File: src/rtl/n64_poll_scheduler.sv
// n64_poll_scheduler: time-multiplexes one N64 serial transaction engine over
// NUM_PORTS controller ports. Each frame polls the enabled ports in ascending
// order, sending either get-buttons (0x01) or a pending controller reset (0xFF).
// It latches the reply words, counts consecutive failures, and flags faulted ports.
module n64_poll_scheduler #(
  parameter int NUM_PORTS   = 4,
  parameter int POLL_PERIOD = 100000,
  parameter int TIMEOUT     = 4000,
  parameter int GAP         = 200,
  parameter int MAX_FAIL    = 3
) (
  input  logic                       clk,
  input  logic                       rst_n,
  input  logic                       poll_enable,
  input  logic [NUM_PORTS-1:0]       port_enable,
  input  logic [NUM_PORTS-1:0]       reset_req,
  input  logic                       eng_busy,
  input  logic                       eng_done,
  input  logic                       eng_error,
  input  logic [31:0]                eng_rx_data,
  output logic                       eng_start,
  output logic                       eng_abort,
  output logic [7:0]                 eng_cmd,
  output logic [2:0]                 eng_port_sel,
  output logic [NUM_PORTS-1:0][31:0] button_data,
  output logic [NUM_PORTS-1:0]       data_valid,
  output logic [NUM_PORTS-1:0]       port_fault,
  output logic                       frame_overrun
);
  localparam int PW = (POLL_PERIOD > 1) ? $clog2(POLL_PERIOD) : 1;
  localparam int TW = (TIMEOUT > 1) ? $clog2(TIMEOUT) : 1;
  localparam int GW = (GAP > 1) ? $clog2(GAP) : 1;
  localparam int FW = $clog2(MAX_FAIL + 1);

  typedef enum logic [2:0] {S_IDLE, S_ARB, S_START, S_WAIT, S_GAP} state_t;

  state_t               state;
  logic [PW-1:0]        pcnt;
  logic [TW-1:0]        tcnt;
  logic [GW-1:0]        gcnt;
  logic [NUM_PORTS-1:0] frame_mask;
  logic [NUM_PORTS-1:0] arb_oh;
  logic [2:0]           arb_idx;
  logic [NUM_PORTS-1:0] req_q;
  logic [NUM_PORTS-1:0] req_rise;
  logic [NUM_PORTS-1:0] pending;
  logic                 tick;
  logic                 tmo;
  logic                 txn_ok;
  logic                 txn_err;
  logic                 cmd_rst;

  assign tick     = (pcnt == '0) && poll_enable;
  assign tmo      = (tcnt == TW'(TIMEOUT - 1));
  assign req_rise = reset_req & ~req_q;
  assign cmd_rst  = (eng_cmd == 8'hFF);
  // eng_done beats a coincident timeout, so the error source is chosen by eng_done
  assign txn_ok   = (state == S_WAIT) && eng_done && !eng_error;
  assign txn_err  = (state == S_WAIT) && (eng_done ? eng_error : tmo);

  // Lowest-index enabled port still waiting in this frame
  always_comb begin
    arb_idx = '0;
    arb_oh  = '0;
    for (int i = NUM_PORTS - 1; i >= 0; i--) begin
      if (frame_mask[i]) begin
        arb_idx = 3'(i);
        arb_oh  = NUM_PORTS'(1) << i;
      end
    end
  end

  // Free-running frame period counter and reset_req edge register
  always_ff @(posedge clk or negedge rst_n) begin
    if (!rst_n) begin
      pcnt  <= '0;
      req_q <= '0;
    end else begin
      pcnt  <= (pcnt == PW'(POLL_PERIOD - 1)) ? '0 : pcnt + 1'b1;
      req_q <= reset_req;
    end
  end

  // Frame sequencer: one port at a time, start -> wait reply/timeout -> gap
  always_ff @(posedge clk or negedge rst_n) begin
    if (!rst_n) begin
      state         <= S_IDLE;
      frame_mask    <= '0;
      tcnt          <= '0;
      gcnt          <= '0;
      eng_start     <= 1'b0;
      eng_abort     <= 1'b0;
      eng_cmd       <= '0;
      eng_port_sel  <= '0;
      frame_overrun <= 1'b0;
    end else begin
      eng_start <= 1'b0;
      eng_abort <= 1'b0;
      if (tick && state != S_IDLE) frame_overrun <= 1'b1;
      case (state)
        S_IDLE: if (tick) begin
          frame_mask <= port_enable;
          if (|port_enable) state <= S_ARB;
        end
        S_ARB: begin
          frame_mask   <= frame_mask & ~arb_oh;
          eng_port_sel <= arb_idx;
          eng_cmd      <= |(pending & arb_oh) ? 8'hFF : 8'h01;
          state        <= S_START;
        end
        S_START: if (!eng_busy) begin
          eng_start <= 1'b1;
          tcnt      <= '0;
          state     <= S_WAIT;
        end
        S_WAIT: begin
          if (eng_done) begin
            gcnt  <= '0;
            state <= S_GAP;
          end else if (tmo) begin
            eng_abort <= 1'b1;
            gcnt      <= '0;
            state     <= S_GAP;
          end else begin
            tcnt <= tcnt + 1'b1;
          end
        end
        S_GAP: begin
          if (gcnt == GW'(GAP - 1)) state <= (|frame_mask) ? S_ARB : S_IDLE;
          else gcnt <= gcnt + 1'b1;
        end
        default: state <= S_IDLE;
      endcase
    end
  end

  for (genvar i = 0; i < NUM_PORTS; i++) begin : g_port
    logic          hit;
    logic [FW-1:0] fcnt;
    logic [31:0]   btn_q;
    logic          dv_q;
    logic          flt_q;
    logic          pend_q;

    assign hit            = (eng_port_sel == 3'(i));
    assign button_data[i] = btn_q;
    assign data_valid[i]  = dv_q;
    assign port_fault[i]  = flt_q;
    assign pending[i]     = pend_q;

    // Per-port reply bookkeeping on transaction completion
    always_ff @(posedge clk or negedge rst_n) begin
      if (!rst_n) begin
        fcnt  <= '0;
        btn_q <= '0;
        dv_q  <= 1'b0;
        flt_q <= 1'b0;
      end else if (hit) begin
        if (txn_ok && !cmd_rst) begin
          btn_q <= eng_rx_data;
          dv_q  <= 1'b1;
          fcnt  <= '0;
          flt_q <= 1'b0;
        end else if (txn_ok) begin
          dv_q <= 1'b0;
          fcnt <= '0;
        end else if (txn_err && fcnt != FW'(MAX_FAIL)) begin
          fcnt <= fcnt + 1'b1;
          if (fcnt == FW'(MAX_FAIL - 1)) begin
            flt_q <= 1'b1;
            dv_q  <= 1'b0;
          end
        end
      end
    end

    // Pending reset: a new request edge outranks a same-cycle clear
    always_ff @(posedge clk or negedge rst_n) begin
      if (!rst_n) pend_q <= 1'b0;
      else        pend_q <= req_rise[i] | (pend_q & ~(hit & txn_ok & cmd_rst));
    end
  end
endmodule
File: config.mk
export PLATFORM = sky130hd
export DESIGN_NAME = n64_poll_scheduler
export DESIGN_NICKNAME = d
export VERILOG_FILES = /design/src/rtl/n64_poll_scheduler.sv
export SDC_FILE = /design/constraint.sdc
export NUM_CORES = 1
export LEC_CHECK = 0
export CORE_UTILIZATION = 52
export CTS_BUF_LIST = sky130_fd_sc_hd__clkbuf_8
export DETAILED_ROUTE_END_ITERATION = 10
export PLACE_DENSITY_LB_ADDON = 0.3
export SYNTH_ARGS = -nofsm -noshare
export SYNTH_HDL_FRONTEND = slang
export SYNTH_SLANG_ARGS = --single-unit
File: constraint.sdc
create_clock -name clk -period 2.7 [get_ports clk]
set_input_delay 0.81 -clock clk [delete_from_list [all_inputs] [get_ports clk]]
set_output_delay 0.81 -clock clk [all_outputs]
set_load 0.005 [all_outputs]
==> metrics.yaml, run 1 <==
timing:
  setup_viol: 0
  rsz0062_at_grt: "no"
  report.final.hold_viol_count: 0
  slew_headroom_pct: 55.34
  worst_pin_slew_ns: 0.6615
  layout_worst_path_cycle_share_pct: 92.64
  worst_slack_ns: 0.1986
  drv_slew: 0
  skew_ns: 0.01413
  layout_min_cycle_time_ns: 2.501
  max_freq_ghz: 0.3998
  fin_hold_ws_ns: 0.2835
worst_hold_path:
  min_path_type: "in2async"
die:
  core_um2: 16640
  rows: 47
  die_w_um: 132.8
  dieArea_um2: 17630
  io_pins: 196
  die_h_um: 132.8
  start_util_pct: 53.45
critical_path:
  crit_fanout: 12
  critical_path.top_delay_family: "flip-flops"
  reg2reg_from: "state[1]"
  reg2regPathDepth: 5
  critPathCaptureType: "primary output"
  cp_slowest_cell: "dfrtp_1"
  start_kind: "register"
  reg2reg_slack_ns: 0.34
  max_stage_delay_ns: 0.60
  crit_buf_inv: 1
  cp_cell_sequence: "clkdlybuf4s50_1"
  cp.required_ns: 1.89
  worstReg2RegEnd: "g_port[2].btn_q[8]"
  cp_data_arrival_time_ns: 1.69
  crit_type: "reg2out"
route:
  drt_iter0_drc: 289
  wire_per_inst_um: 19.01
  vias_per_cell: 5.523
  ant_nets: 0
  firstDrtPassIters: 4
  routed_wirelength_um: 21240
  drc: 0
  vias: 6169
clock_network:
  cts_resized: 0
  clk_pin_slew_ns: 0.06
  clk_latency_ns: 0.51
  cts-root-buf: "clkbuf_8"
  cts_setup_buffers: 0
  cts_buffers: 34
  holdBufCountCts: 0
  cts.sinks: 203
  cts_tree: "yes"
  htreeDepth: 2
  cts_buffer_depth: 3
final_layout:
  area.growth.synth_to_final_pct: 32.27
  register_area_um2: 5080
  layout.cells.non_filler: 1117
  fill_cells: 1170
  multi_input_area_um2: 3477
  final_nets: 935
  drive_gt1_share_pct: 23.55
power:
  power_density_nw_per_um2: 911.5
  fin_total_pwr_mw: 10.72
  irDropWorstVdd_v: 0.0003973
  power.leakage_nw: 5.515
synth:
  synth_top_area_share_pct: 57.11
  synth_area_leaders: "dfrtp_1 (57%), mux2_4 (9.6%), mux2_2 (9.2%)"
  synth-seq-cells: 203
  ys.flop_type: "dfrtp_1"
  syn_inst: 666
  yosysTopAreaCell: "dfrtp_1"
  syn_nets: 724
  ys_seq_area_share_pct: 57.11
  syn_area_um2: 8895
  synthDistinctLibCells: 62
  yosys_warnings: 0
  synth_edf_count: 0
  synth_area_per_cell_um2: 13.36
  async_flop_share_pct: 100.0
global_route:
  grt_first_pass_wirelength_um: 34900
  grt.total_usage_pct: 25.24
  antenna_found_initial: 1
  grt_start_max_net_pins: 63
  grt_pass1_vias: 6453
  grt-ovfl-total: 0
placement:
  dp_hpwl_um: 15200
  place_inst: 1061
  io_buffers: 194
  gp_congestion: 0.8582
  dp_slack_ns: -0.2395
status:
  outcome: "completed"
job:
  maxCapViolations: 0
==> layer usage <==
| layer | routed length, um | vias up | GRT usage, % |
|---|---|---|---|
| li1 | - | 2806 | - |
| met4 | 580 | 0 | 9.195 |
| met5 | 0 | - | 0 |
| met2 | 10380 | 220 | 41.74 |
| met1 | 9149 | 3105 | 32.88 |
| met3 | 1132 | 38 | 5.326 |
==> worst max-delay path by stage <==
| stage | startpoint | to | slack, ns | cells past startpoint |
|---|---|---|---|---|
| final | eng_port_sel[1] | eng_port_sel[1] | 0.20 | 1 |
| after CTS | eng_port_sel[1] | eng_port_sel[1] | 0.18 | 1 |
| after global placement | eng_done | g_port[2].btn_q[4] | -0.21 | 5 |
| after detailed placement | eng_done | g_port[1].btn_q[4] | -0.24 | 5 |
| after floorplan | eng_done | g_port[3].btn_q[10] | 0.37 | 5 |
| after global routing | eng_port_sel[1] | eng_port_sel[1] | 0.11 | 1 |
==> report_power, final <==
part / total [mW] / internal [mW] / switching (mW) / leakage (nW)
combinational: 3.49 / 2.32 / 1.18 / 2.46
clock: 2.69 / 1.52 / 1.18 / 0.372
sequential: 4.53 / 3.89 / 0.640 / 2.68
total: 10.7 / 7.73 / 3.00 / 5.51
==> flip-flops by register name, indices dropped and copies added, names as in the netlist, 4 cells and up <==
register,flops
req_q,4
g_port.btn_q,128
g_port.dv_q,4
tcnt,12
gcnt,8
g_port.flt_q,4
g_port.pend_q,4
pcnt,17
g_port.fcnt,8
frame_mask,4
==> area by class of cell <==
| type | count | area share [%] |
|---|---|---|
| multi-input combinational | 400 | 29.55 |
| clock inverter | 12 | 0.6700 |
| sequential | 203 | 43.18 |
| inverter | 21 | 0.6700 |
| clock buffer | 43 | 5.030 |
| antenna | 1 | 0.02127 |
| timing repair buffer | 217 | 18.54 |
| tap | 220 | 2.340 |
==> per-stage QoR <==
step / cell area [um^2] / util, % / TNS (ns)
finish: 11770 / 70.69 / 0
CTS: 11760 / 70.68 / 0
global placement: 11090 / 66.65 / -11.85
global route: 11770 / 70.69 / 0
floorplan: 8895 / - / 0
detailed placement: 11090 / 66.65 / -13.41
==> cells in the final DEF (no fill, tap or decap), drive strengths merged, types with 2 or more instances in the layout <==
cell / instances
nand4: 7
a211o: 2
o311ai: 2
inv: 27
nor4bb: 2
clkbuf: 44
or3: 5
dfrtp: 203
nor3: 7
nor2b: 3
o21a: 2
a21oi: 8
nor4: 10
or3b: 5
mux2i: 10
nor4b: 2
o21ai: 24
nand2: 32
o31a: 2
nand3: 17
or4: 9
xnor2: 10
and3: 6
o41ai: 4
a32o: 3
nand2b: 5
nor3b: 2
mux2: 130
and4: 5
a31oi: 2
a211oi: 3
nand3b: 3
buf: 23
clkinv: 4
xor2: 10
o31ai: 8
nor2: 30
ha: 12
clkdlybuf4s50: 193
==> Yosys cell counts, types with 3 or more instances <==
cell type / n
buf_2: 4
o21ai_0: 24
xor2_1: 10
mux2_4: 57
mux2_2: 73
nor2b_1: 3
nor3_1: 7
xnor2_1: 10
or3b_1: 4
a21oi_1: 8
o31ai_1: 8
a32o_1: 3
mux2i_1: 10
nand3_1: 17
o41ai_1: 4
nand4_1: 7
nand2b_1: 5
or4_1: 9
nand2_1: 32
inv_1: 20
or3_1: 5
dfrtp_1: 203
nor4_1: 9
nor2_1: 30
buf_4: 15
and4_1: 5
buf_6: 6
and3_1: 6
clkbuf_1: 17
ha_1: 12
a211oi_1: 3
==> cells by family after synthesis <==
family	after synthesis	synth area share (%)
AO/OA/AOI/OAI	71	5.402
XOR/XNOR	20	1.969
adder cells (fa/ha/maj)	12	1.688
buffers and inverters	63	3.854
flip-flops	203	57.11
multiplexers	140	19.99
other	1	0.04216
AND/OR/NAND/NOR	156	9.945
No activity file was read; power rests on OpenSTA's default activity.
==> run 2, diff against run 1 <==
CORE_UTILIZATION = 65   (was 52)
DONT_BUFFER_PORTS = 1   (was unset)
==> run 2 against run 1 <==
Compared with the run above: the flow now finishes with violations (negative hold slack); sequential cell count unchanged; global-route usage is 1.1 points higher; register-to-register slack gained 0.08 ns; critical endpoint is now g_port[1].btn_q[6]; largest cell class unchanged.
==> metrics.yaml, run 2 (synthesis results as in run 1) <==
die:
  io_pins: 196
  die_w_um: 119.0
  die_h_um: 119.0
  dieArea_um2: 14160
  core_um2: 13300
  start_util_pct: 66.90
  rows: 42
timing:
  worst_pin_slew_ns: 0.7020
  rsz0062_at_grt: "no"
  fin_setup_tns_ns: 0
  report.final.hold_viol_count: 43
  max_freq_ghz: 0.4394
  skew_ns: 0.01920
  drv_slew: 0
  setup_viol: 0
  slew_headroom_pct: 52.60
  layout_min_cycle_time_ns: 2.276
  worst_slack_ns: 0.4240
  layout_worst_path_cycle_share_pct: 84.30
  fin_hold_ws_ns: -0.04139
global_route:
  grt_first_pass_wirelength_um: 29610
  grt.total_usage_pct: 26.29
  grt_pass1_vias: 5456
  antenna_found_initial: 0
  grt-ovfl-total: 0
  grt_start_max_net_pins: 204
clock_network:
  cts_buffers: 31
  cts.sinks: 203
  cts-root-buf: "clkbuf_8"
  cts_setup_buffers: 0
  htreeDepth: 1
  cts_resized: 0
  clk_pin_slew_ns: 0.07
  cts_tree: "yes"
  clk_latency_ns: 0.55
  cts_buffer_depth: 3
critical_path:
  crit_fanout: 34
  crit_type: "reg2reg"
  critPathCaptureType: "register"
  cp_data_arrival_time_ns: 2.70
  start_kind: "register"
  cp.required_ns: 3.12
route:
  drc: 0
  vias: 5376
  ant_nets: 0
  wire_per_inst_um: 20.99
  firstDrtPassIters: 4
  vias_per_cell: 6.179
  drt_iter0_drc: 335
  routed_wirelength_um: 18260
placement:
  dp_hpwl_um: 12490
  dp_slack_ns: 0.2159
  io_buffers: 0
  gp_congestion: 0.8238
  dpl_cell_area_um2: 8979
  place_inst: 813
final_layout:
  final_common_cell: "dfrtp_1"
  largest_register: "g_port.btn_q"
  reg_top3: "g_port.btn_q x128, pcnt x17, tcnt x12"
  layout.cells.non_filler: 870
  area.growth.synth_to_final_pct: 8.890
  final_nets: 728
  antenna_cells: 0
  mostFrequentLayoutCells: "dfrtp_1 (203), mux2_2 (73), mux2_4 (57)"
  fin_area_um2: 9686
  largest_register_ffs: 128
  drive_gt1_share_pct: 29.68
  utilization_pct: 72.85
job:
  maxCapViolations: 0
status:
  outcome: "finished, violations left"
  violations: "negative hold slack"
power:
  fin_total_pwr_mw: 9.160
  power_density_nw_per_um2: 945.8
  power.leakage_nw: 4.751
  irDropWorstVdd_v: 0.0005403
worst_hold_path:
  min_path_type: "in2async"
[run 2: cell count changes in the layout (fill, tap and decap cells not counted), moves of 3 or more]
cell | before | now
buf_4 | 18 | 11
clkinv_2 | 3 | 7
clkdlybuf4s50_1 | 193 | 0
buf_12 | 5 | 2
inv_1 | 27 | 23
[run 2: power by group]
group | switching, mW | total, mW | internal [mW]
clock network | 1.18 | 2.77 | 1.58
logic | 0.676 | 1.68 | 1.00
registers | 0.820 | 4.72 | 3.90
total | 2.68 | 9.16 | 6.48
[run 2: worst paths after layout]
| kind | to | slack, ns | from | cells after the start |
|---|---|---|---|---|
| worst max register to register | g_port[1].btn_q[6] | 0.42 | state[2] | 5 |
| max in group asynchronous | g_port[2].btn_q[1] | 2.24 | rst_n | 0 |
| worst min-delay path | tcnt[11] | -0.04 | rst_n | 0 |
| min in group clk | req_q[2] | 0.28 | reset_req[2] | 0 |
| worst max-delay path | g_port[1].btn_q[6] | 0.42 | state[2] | 5 |
| worst min register to register | g_port[3].pend_q | 0.42 | req_q[3] | 1 |
[run 2: final cells by class]
type                       count  area, um^2
inverter                      21       78.83
clock inverter                15       128.9
tap                          176       220.2
multi-input combinational    400        3477
fill                         864        3610
sequential                   203        5080
timing repair buffer          13       122.6
clock buffer                  42       578.1
[run 2: layer usage]
metal	global-route usage (%)	wire length [um]	up-vias	part of all wire, %
li1	-	-	2385	-
met1	34.22	7520	2763	41
met2	44.30	9089	204	50
met3	6.609	1403	24	7.7
met4	6.329	248	0	1.4
met5	0	0	-	0
[run 2: worst max-delay path: stages, from the launching register on]
cell	delay, ns
dfrtp_1	0.39
nand3b_4	0.16
or3b_4	0.49
or3b_2	0.53
buf_12	0.20
mux2_4	0.33
==> run 3, diff against run 2 <==
CORE_UTILIZATION = 59   (was 65)
clock period = 2.07 ns   (was 2.7 ns; I/O delays follow)
==> run 3 against run 2 <==
Compared with the run above: the run ends with design-rule violations, negative hold slack left; register-to-register slack lost 0.40 ns; via count grew 1.0%; worst hold slack lost 0.13 ns; global-route usage shrank 0.76 points; worst setup slack lost 0.40 ns; non-clock buffer count grew 16; power grew 31%; fmax grew 11%; first-iteration DRC count grew 2.7%; sequential share of layout area shrank 1.2 points; cell count grew 2.9%; final area grew 2.4%.
==> metrics.yaml, run 3 (synthesis results as in run 1) <==
critical_path:
  max_stage_delay_ns: 0.61
  cp.required_ns: 2.44
  crit_buf_inv: 0
  start_kind: "register"
  reg2reg_slack_ns: 0.03
  crit_type: "reg2reg"
  critPathLaunch: "tcnt[0]"
  crit_fanout: 9
  critPathCaptureType: "register"
  cp_data_arrival_time_ns: 2.42
  cp_cell_sequence: "ha_1 > nand4_1 > o41a_1 > o311a_1 > a211o_1"
  reg2reg_from: "tcnt[0]"
  worstReg2RegEnd: "g_port[3].fcnt[0]"
  critical_path.top_delay_family: "compound AO/OA/AOI/OAI gates"
  cp_slowest_cell: "o41a_1"
  reg2regPathDepth: 5
final_layout:
  mostFrequentLayoutCells: "dfrtp_1 (203), mux2_2 (73), mux2_4 (57)"
  register_area_um2: 5080
  drive_gt1_share_pct: 31.50
  fin_area_um2: 9913
  multi_input_area_um2: 3525
  antenna_cells: 0
  area.growth.synth_to_final_pct: 11.45
  final_nets: 747
  final_common_cell: "dfrtp_1"
  layout.cells.non_filler: 895
  fill_cells: 1062
  reg_top3: "g_port.btn_q x128, pcnt x17, tcnt x12"
  utilization_pct: 67.69
  largest_register: "g_port.btn_q"
  largest_register_ffs: 128
die:
  dieArea_um2: 15570
  io_pins: 196
  die_w_um: 124.8
  start_util_pct: 60.74
  die_h_um: 124.8
  rows: 44
  core_um2: 14640
clock_network:
  clk_pin_slew_ns: 0.06
  cts_buffer_depth: 3
  cts.sinks: 203
  htreeDepth: 2
  cts_buffers: 34
  clk_latency_ns: 0.51
  cts-root-buf: "clkbuf_8"
  cts_tree: "yes"
timing:
  slew_headroom_pct: 65.10
  layout_min_cycle_time_ns: 2.045
  layout_worst_path_cycle_share_pct: 98.77
  report.final.hold_viol_count: 203
  rsz0062_at_grt: "yes"
  worst_pin_slew_ns: 0.5162
  worst_slack_ns: 0.02544
  setup_viol: 0
  drv_slew: 0
  fin_setup_tns_ns: 0
  fin_hold_ws_ns: -0.1710
  max_freq_ghz: 0.4891
  skew_ns: 0.02080
global_route:
  grt.total_usage_pct: 25.53
  grt_start_max_net_pins: 204
  grt_pass1_vias: 5849
  grt-ovfl-total: 0
  antenna_found_initial: 0
  grt_first_pass_wirelength_um: 31280
placement:
  io_buffers: 0
  dp_hpwl_um: 12820
  gp_congestion: 0.8080
  dp_slack_ns: -0.1128
  dpl_cell_area_um2: 9106
  place_inst: 834
job:
  maxCapViolations: 0
status:
  violations: "design-rule violations, negative hold slack"
  outcome: "finished, violations left"
route:
  routed_wirelength_um: 19300
  drc: 44
  drt_iter0_drc: 344
  vias_per_cell: 6.069
  wire_per_inst_um: 21.56
  ant_nets: 0
  firstDrtPassIters: 8
  vias: 5432
power:
  power_density_nw_per_um2: 1212
  irDropWorstVdd_v: 0.0006710
  power.leakage_nw: 4.877
  fin_total_pwr_mw: 12.02
worst_hold_path:
  min_path_type: "in2async"
[run 3: changes by cell type in the layout (fill, tap and decap cells not counted), moves of 3 or more]
cell	delta
buf_4	+12
inv_1	+6
clkinv_2	-5
clkbuf_8	+3
or3b_4	+3
[run 3: worst register-to-register path: stages, from the launching register on]
cell and delay [ns]:
dfrtp_1 0.38, ha_1 0.21, nand4_1 0.13, o41a_1 0.61
o311a_1 0.36, a211o_1 0.22
[run 3: report_power, final]
part	internal [mW]	total (mW)	switching, mW
clock	2.06	3.61	1.55
combinational	1.36	2.32	0.956
sequential	5.09	6.10	1.01
total	8.51	12.0	3.51
[run 3: area by class of cell]
cell class | count | share of cell area (%)
inverter | 21 | 0.7952
sequential | 203 | 51.24
timing repair buffer | 29 | 3.017
multi-input combinational | 400 | 35.55
clock inverter | 13 | 0.8204
clock buffer | 45 | 6.248
tap | 184 | 2.322
[run 3: worst max-delay path by stage]
| stage | end | slack, ns | cells after the start |
|---|---|---|---|
| after floorplan | g_port[1].btn_q[10] | -0.01 | 5 |
| after global placement | g_port[1].btn_q[25] | -0.12 | 4 |
| after detailed placement | g_port[1].btn_q[31] | -0.11 | 4 |
| after CTS | g_port[1].btn_q[31] | 0.04 | 5 |
| after global routing | g_port[3].fcnt[0] | -0.02 | 5 |
| final | g_port[3].fcnt[0] | 0.03 | 5 |
[run 3: timing repair]
| action | CTS | global route |
|---|---|---|
| pin swaps | 1 | 2 |
| gates resized for setup | 6 | 5 |
| gates cloned | 2 | 0 |
| setup endpoints to repair | 62 | 20 |
| endpoints found under the hold margin | 203 | 203 |
| setup buffers | 0 | 1 |
[run 3: metal layers]
metal / vias to the layer above / global-route usage (%) / part of all wire, %
met5: - / 0 / 0
met4: 0 / 11.11 / 2.8
met3: 36 / 7.431 / 8.0
met2: 206 / 41.97 / 49
met1: 2768 / 31.38 / 41
li1: 2422 / - / -
